## src/rtl/rom_arb_pkg.sv

```systemverilog
// Shared defaults and state/requester encodings for the ROM/RAM port arbiter.
package rom_arb_pkg;

    localparam int          ROM_ADDR_W   = 16;
    localparam logic [31:0] ROM_AVG_BASE = 32'h0000_3000;

    typedef enum logic [1:0] {
        ST_IDLE   = 2'd0,
        ST_WRITE  = 2'd1,
        ST_RD_CPU = 2'd2,
        ST_RD_AVG = 2'd3
    } arb_state_e;

    // Which reader wins the next tie between CPU and vector generator.
    typedef enum logic {
        REQ_CPU = 1'b0,
        REQ_AVG = 1'b1
    } requester_e;

endpackage

```

## src/rtl/rr_arb2.sv

```systemverilog
// Two-way round-robin read grant: a tie goes to the reader not granted last.
module rr_arb2
    import rom_arb_pkg::*;
(
    input  logic clk_25,
    input  logic reset,
    input  logic enable,
    input  logic req_cpu,
    input  logic req_avg,
    output logic gnt_cpu,
    output logic gnt_avg
);

    requester_e favour_q;
    requester_e favour_d;

    // NOTE: every signal assigned in always_comb gets a default first, so no path can infer a latch.
    always_comb begin
        gnt_cpu  = 1'b0;
        gnt_avg  = 1'b0;
        favour_d = favour_q;

        if (enable) begin
            if (req_cpu && (!req_avg || favour_q == REQ_CPU)) begin
                gnt_cpu = 1'b1;
            end else if (req_avg) begin
                gnt_avg = 1'b1;
            end
        end

        if (gnt_cpu) begin
            favour_d = REQ_AVG;
        end else if (gnt_avg) begin
            favour_d = REQ_CPU;
        end
    end

    // NOTE: sequential state uses non-blocking assignments only, so every flop samples pre-edge values.
    always_ff @(posedge clk_25) begin
        if (reset) begin
            favour_q <= REQ_CPU;
        end else begin
            favour_q <= favour_d;
        end
    end

endmodule

```

## src/rtl/rom_port_arbiter.sv

```systemverilog
// Shares one single-port ROM/RAM between HPS download writes, CPU reads and
// vector-generator reads; writes go through a one-entry holding register.
module rom_port_arbiter
    import rom_arb_pkg::*;
#(
    parameter int                ADDR_W   = ROM_ADDR_W,
    parameter logic [ADDR_W-1:0] AVG_BASE = ADDR_W'(ROM_AVG_BASE)
) (
    input  logic              clk_25,
    input  logic              reset,

    input  logic              dl_active,
    input  logic              dl_wr,
    input  logic [ADDR_W-1:0] dl_addr,
    input  logic [7:0]        dl_data,

    input  logic              cpu_req,
    input  logic [ADDR_W-1:0] cpu_addr,
    output logic              cpu_ack,
    output logic [7:0]        cpu_data,
    output logic              cpu_hold,

    input  logic              avg_req,
    input  logic [ADDR_W-4:0] avg_addr,
    output logic              avg_ack,
    output logic [7:0]        avg_data,

    output logic [ADDR_W-1:0] mem_addr,
    output logic              mem_we,
    output logic [7:0]        mem_wdata,
    input  logic [7:0]        mem_rdata,

    output logic              dl_done,
    output logic [ADDR_W:0]   dl_count,
    output logic              overrun
);

    localparam logic [ADDR_W:0] CNT_ONE = {{ADDR_W{1'b0}}, 1'b1};

    arb_state_e        state_q,      state_d;
    logic              hold_valid_q, hold_valid_d;
    logic [ADDR_W-1:0] hold_addr_q,  hold_addr_d;
    logic [7:0]        hold_data_q,  hold_data_d;
    logic [ADDR_W-1:0] mem_addr_q,   mem_addr_d;
    logic              mem_we_q,     mem_we_d;
    logic [7:0]        mem_wdata_q,  mem_wdata_d;
    logic              cpu_ack_q,    cpu_ack_d;
    logic [7:0]        cpu_data_q,   cpu_data_d;
    logic              avg_ack_q,    avg_ack_d;
    logic [7:0]        avg_data_q,   avg_data_d;
    logic              dl_active_q,  dl_active_d;
    logic [ADDR_W:0]   cnt_q,        cnt_d;
    logic [ADDR_W:0]   dl_count_q,   dl_count_d;
    logic              dl_done_q,    dl_done_d;
    logic              done_pend_q,  done_pend_d;
    logic              overrun_q,    overrun_d;

    logic              drain;
    logic              wr_accept;
    logic              done_fire;
    logic              done_want;
    logic [ADDR_W:0]   cnt_base;
    logic              dl_rise;
    logic              dl_fall;
    logic              rd_enable;
    logic              gnt_cpu;
    logic              gnt_avg;
    logic [ADDR_W-1:0] avg_mem_addr;

    assign dl_rise      = dl_active && !dl_active_q;
    assign dl_fall      = !dl_active && dl_active_q;
    assign avg_mem_addr = AVG_BASE + ADDR_W'(avg_addr);

    // Reads wait for the download to finish and for any held byte to land.
    assign rd_enable = (state_q == ST_IDLE) && !hold_valid_q && !dl_active;

    rr_arb2 u_rr_arb2 (
        .clk_25  (clk_25),
        .reset   (reset),
        .enable  (rd_enable),
        .req_cpu (cpu_req),
        .req_avg (avg_req),
        .gnt_cpu (gnt_cpu),
        .gnt_avg (gnt_avg)
    );

    always_comb begin
        state_d      = state_q;
        hold_valid_d = hold_valid_q;
        hold_addr_d  = hold_addr_q;
        hold_data_d  = hold_data_q;
        mem_addr_d   = mem_addr_q;
        mem_we_d     = 1'b0;
        mem_wdata_d  = mem_wdata_q;
        cpu_ack_d    = 1'b0;
        cpu_data_d   = cpu_data_q;
        avg_ack_d    = 1'b0;
        avg_data_d   = avg_data_q;
        dl_active_d  = dl_active;
        dl_count_d   = dl_count_q;
        overrun_d    = overrun_q;
        drain        = 1'b0;
        wr_accept    = 1'b0;

        case (state_q)
            ST_IDLE: begin
                if (hold_valid_q) begin
                    drain       = 1'b1;
                    state_d     = ST_WRITE;
                    mem_we_d    = 1'b1;
                    mem_addr_d  = hold_addr_q;
                    mem_wdata_d = hold_data_q;
                end else if (gnt_cpu) begin
                    state_d    = ST_RD_CPU;
                    mem_addr_d = cpu_addr;
                end else if (gnt_avg) begin
                    state_d    = ST_RD_AVG;
                    mem_addr_d = avg_mem_addr;
                end
            end
            ST_WRITE: begin
                state_d = ST_IDLE;
            end
            ST_RD_CPU: begin
                cpu_ack_d  = 1'b1;
                cpu_data_d = mem_rdata;
                state_d    = ST_IDLE;
            end
            ST_RD_AVG: begin
                avg_ack_d  = 1'b1;
                avg_data_d = mem_rdata;
                state_d    = ST_IDLE;
            end
            default: begin
                state_d = ST_IDLE;
            end
        endcase

        // A byte arriving while the entry drains this cycle takes its place.
        if (drain) begin
            hold_valid_d = 1'b0;
        end
        if (dl_wr) begin
            if (!hold_valid_q || drain) begin
                wr_accept    = 1'b1;
                hold_valid_d = 1'b1;
                hold_addr_d  = dl_addr;
                hold_data_d  = dl_data;
            end else begin
                overrun_d = 1'b1;
            end
        end

        cnt_base = dl_rise ? '0 : cnt_q;
        cnt_d    = cnt_base;
        if (wr_accept && !cnt_base[ADDR_W]) begin
            cnt_d = cnt_base + CNT_ONE;
        end

        if (dl_fall) begin
            dl_count_d = cnt_d;
        end

        // Completion waits until the holding register has emptied.
        done_want   = (done_pend_q || dl_fall) && !dl_active;
        done_fire   = done_want && !hold_valid_q && !wr_accept;
        dl_done_d   = done_fire;
        done_pend_d = done_want && !done_fire;
    end

    always_ff @(posedge clk_25) begin
        if (reset) begin
            state_q      <= ST_IDLE;
            hold_valid_q <= 1'b0;
            hold_addr_q  <= '0;
            hold_data_q  <= '0;
            mem_addr_q   <= '0;
            mem_we_q     <= 1'b0;
            mem_wdata_q  <= '0;
            cpu_ack_q    <= 1'b0;
            cpu_data_q   <= '0;
            avg_ack_q    <= 1'b0;
            avg_data_q   <= '0;
            dl_active_q  <= 1'b0;
            cnt_q        <= '0;
            dl_count_q   <= '0;
            dl_done_q    <= 1'b0;
            done_pend_q  <= 1'b0;
            overrun_q    <= 1'b0;
        end else begin
            state_q      <= state_d;
            hold_valid_q <= hold_valid_d;
            hold_addr_q  <= hold_addr_d;
            hold_data_q  <= hold_data_d;
            mem_addr_q   <= mem_addr_d;
            mem_we_q     <= mem_we_d;
            mem_wdata_q  <= mem_wdata_d;
            cpu_ack_q    <= cpu_ack_d;
            cpu_data_q   <= cpu_data_d;
            avg_ack_q    <= avg_ack_d;
            avg_data_q   <= avg_data_d;
            dl_active_q  <= dl_active_d;
            cnt_q        <= cnt_d;
            dl_count_q   <= dl_count_d;
            dl_done_q    <= dl_done_d;
            done_pend_q  <= done_pend_d;
            overrun_q    <= overrun_d;
        end
    end

    assign cpu_hold  = dl_active || hold_valid_q;
    assign cpu_ack   = cpu_ack_q;
    assign cpu_data  = cpu_data_q;
    assign avg_ack   = avg_ack_q;
    assign avg_data  = avg_data_q;
    assign mem_addr  = mem_addr_q;
    assign mem_we    = mem_we_q;
    assign mem_wdata = mem_wdata_q;
    assign dl_done   = dl_done_q;
    assign dl_count  = dl_count_q;
    assign overrun   = overrun_q;

endmodule

```

## config.mk

```make
export PLATFORM = sky130hd
export DESIGN_NAME = rom_port_arbiter
export DESIGN_NICKNAME = d
export VERILOG_FILES = /design/src/rtl/rom_arb_pkg.sv /design/src/rtl/rr_arb2.sv /design/src/rtl/rom_port_arbiter.sv
export SDC_FILE = /design/constraint.sdc
export NUM_CORES = 1
export LEC_CHECK = 0
export CORE_ASPECT_RATIO = 1.25
export CORE_MARGIN = 8
export CORE_UTILIZATION = 30
export DETAILED_ROUTE_END_ITERATION = 8
export GPL_TIMING_DRIVEN = 0
export PLACE_DENSITY = 0.52
export SLEW_MARGIN = 20
export SYNTH_ARGS = -nofsm -noshare
export SYNTH_HDL_FRONTEND = slang
export SYNTH_SLANG_ARGS = --single-unit
```

## constraint.sdc

```tcl
create_clock -name clk_25 -period 3 [get_ports clk_25]
set_input_delay 0.75 -clock clk_25 [delete_from_list [all_inputs] [get_ports clk_25]]
set_output_delay 0.75 -clock clk_25 [all_outputs]
set_load 0.01 [all_outputs]
```

==> metrics <==
status finished clean; Netlist cell types 50; via count 4,069; Clock Power Share between 30% and 40%; Final Cycle Share between 80% and 90%; Leak Pwr roughly 2.2 nW; DRC viols 0; fin. max-slew vios 0; Final Core Density between 40% and 50%; Peak supply drop between 200 and 250 uV; CTS Sinks around 110; Worst Clk Skew 0.008236 ns; post-route minimum period approximately 2.7 ns; CTS H-Tree Depth 3; grt total ovfl 0; drt wl/cell roughly 17 um; via-per-instance ratio about 4.8; slowest CP cell clkdlybuf4s50_1; root buf cell clkbuf_16; pwr/cell area approximately 530 nW/um^2; number of synthesized flops with an enable pin 0; core footprint roughly 15,000 um^2; Final ANT Viol Nets 0; clk_lat worst skew between 0.3 and 0.4 ns; Clock Pin Slew Worst Setup and Hold Paths 0.07 ns; Synth-to-Final Area Change 40.83%; initial antenna violation count 0; worst endpoint required time roughly 2.3 ns; class of the worst hold path flip-flop to flip-flop; DPL Wire Length 11,070 um; Crit path arrival time 1.91 ns; Comb power frac between 10% and 20%; Fin Setup TNS 0 ns; TritonCTS Buffers 9; # Post-CTS Setup Buffers 0; Synth Net Count slightly below 600; Post-Syn Instances 517; post_cts resized 0; gpl congestion roughly 0.83; Mapped Area 4477 um^2; largest net degree at the start of global routing 18; crit path cell chain buf_2 -> buf_2 -> or2_2 -> clkdlybuf4s50_1; Final Total Pwr about 3.4 mW; CTS Buffer Depth 2; Sw Share between 20% and 30%; Worst Setup End Kind output pin; crit start category flip-flop; finished layout cell area 6305 um^2; RSZ-0062 raised after global routing no; Max Fclk about 380 MHz; Die Y 152.6 um; die area roughly 19,000 um^2; post-synthesis sequential area ratio 48.74%; Iter 0 DRT Violations 167; Yosys reg bits approximately 110; Int Pwr approximately 2.5 mW; n_diodes 0; Port Buffers roughly 130; Seq pwr share about 47%; gr usage total approximately 15%; Worst path most repeated cell buf_2; share of layout cells above drive strength 1 just under 8%; vias in the first global route approximately 4,200; Cell Area, Placed between 5000 and 6000 um^2; synthesized area per cell ~8.7 um^2; final WL between 10,000 and 15,000 um; relative max-transition margin between 40 and 50%; Main synth FF type dfxtp_1; final std cells w/o fill 843; Async S/R FF share, synth 0%; final setup fails 0; IO Count 130; DP Cell Count between 800 and 900; Final #Nets about 720; slew of the pin with the lowest slew margin approximately 0.86 ns; Max FO, Critical Path 10; post-cts hold buffer count 0; TritonCTS clock tree done; Max stage delay on crit path around 0.53 ns; first-pass GRT wire length roughly 23,000 um; Yosys Warn Count 0; Rows 50; maxcap violations 0; Hold Vio Cnt, Final 0; drt first pass iters 4; P_sw ~840 uW; Initial Utilization a little under a third; WS Path Type flip-flop to output pin; DIE WIDTH around 130 um
-- worst max-delay path, delay by kind of cell (launching register included) --
kind	cells	cell delay [ns]
and+or+nand+nor	1	0.20
DFF	1	0.30
buffers and inverters	3	1.06
-- path summary, 6_finish.rpt --
| kind | slack (ns) | start | cells after the start | endpoint |
|---|---|---|---|---|
| worst min-delay path | 0.46 | mem_addr[13] | 2 | mem_addr[13] |
| worst max register to register | 0.92 | dl_active_q | 8 | dl_count[12] |
| worst max-delay path | 0.34 | hold_valid_q | 4 | cpu_hold |
| worst min register to register | 0.46 | mem_addr[13] | 2 | mem_addr[13] |
-- power groups by stage --
stage	logic [mW]	clock network (mW)	registers, mW
detailed placement	0.523	0	1.60
CTS	0.526	1.31	1.56
global route	0.564	1.38	1.57
global placement	0.517	0	1.60
finish	0.517	1.27	1.56
floorplan	0.238	0	1.61
-- metal layers --
layer | share of wire [%] | global-route usage [%]
met3 | 4.4 | 3.746
met4 | 1.3 | 4.186
met2 | 50 | 26.86
met1 | 44 | 17.35
met5 | 0 | 0
-- per-stage QoR --
stage	setup slack (ns)	hold slack, ns
3_5_place_dp	-0.1020	0.4473
4_1_cts	0.03219	0.4576
6_report	0.3441	0.4575
2_1_floorplan	0.8009	0.4321
3_3_place_gp	-0.08240	0.4376
5_1_grt	0.2449	0.4728
-- logic make-up after synthesis --
logic type	Yosys count	synth area share [%]
AND/OR/NAND/NOR	236	25.13
adder cells (fa/ha/maj)	1	0.2794
flip-flops	109	48.74
XOR/XNOR	16	3.130
AO/OA/AOI/OAI	111	18.00
buffers and inverters	44	4.723
-- state kept, by name, indices dropped and copies added (netlist names) --
register / count
avg_ack: 1
hold_addr_q: 16
dl_done: 1
dl_count: 17
cnt_q: 17
u_rr_arb2.favour_q: 1
cpu_data: 8
hold_data_q: 8
hold_valid_q: 1
done_pend_q: 1
mem_we: 1
mem_wdata: 8
cpu_ack: 1
mem_addr: 16
avg_data: 8
overrun: 1
state_q: 2
dl_active_q: 1
-- cells in the final DEF (no fill, tap or decap), drive strengths merged, types with 3 or more instances in the layout --
cell,synthesis,final
clkinvlp,0,3
nor3b,14,14
dfxtp,109,109
inv,5,5
clkdlybuf4s50,0,127
nand2b,3,3
xor2,5,5
nor2b,5,5
nand3,13,13
nand2,112,112
nor2,57,57
clkbuf,26,36
nand4,4,4
nor3,12,12
buf,13,13
a221oi,13,13
xnor2,11,11
a211oi,31,31
nor4,4,4
a21oi,53,53
-- cell type report --
class                           instances  area, um^2
Clock inverter                          6       87.58
Timing Repair Buffer                  128        1284
Sequential cell                       109        2182
Tap cell                              182       227.7
Buffer                                 39       192.7
Fill cell                            1517        8459
Inverter                                5       18.77
Multi-Input combinational cell        364        2083
Clock buffer                           10       229.0
-- cells in the mapped netlist, drive strengths merged, types with 2 or more instances --
cell / instances / area share, %
nor4b: 2 / 0.53
nand3: 13 / 1.5
nor2b: 5 / 0.70
nor3b: 14 / 2.3
dfxtp: 109 / 49
inv: 5 / 0.42
xor2: 5 / 0.98
nor3: 12 / 1.3
o21a: 2 / 0.34
a221oi: 13 / 3.5
a22oi: 2 / 0.34
a21oi: 53 / 6.0
nor2: 57 / 4.9
xnor2: 11 / 2.2
nand2: 112 / 9.4
nor4: 4 / 1.4
o221ai: 2 / 0.39
a211oi: 31 / 6.1
nand4b: 2 / 0.39
nand2b: 3 / 0.42
clkbuf: 26 / 2.2
and2: 2 / 0.28
buf: 13 / 2.1
nand4: 4 / 0.89
o21ai: 2 / 0.22
a21o: 2 / 0.34
(Power assumes the default switching activity.)
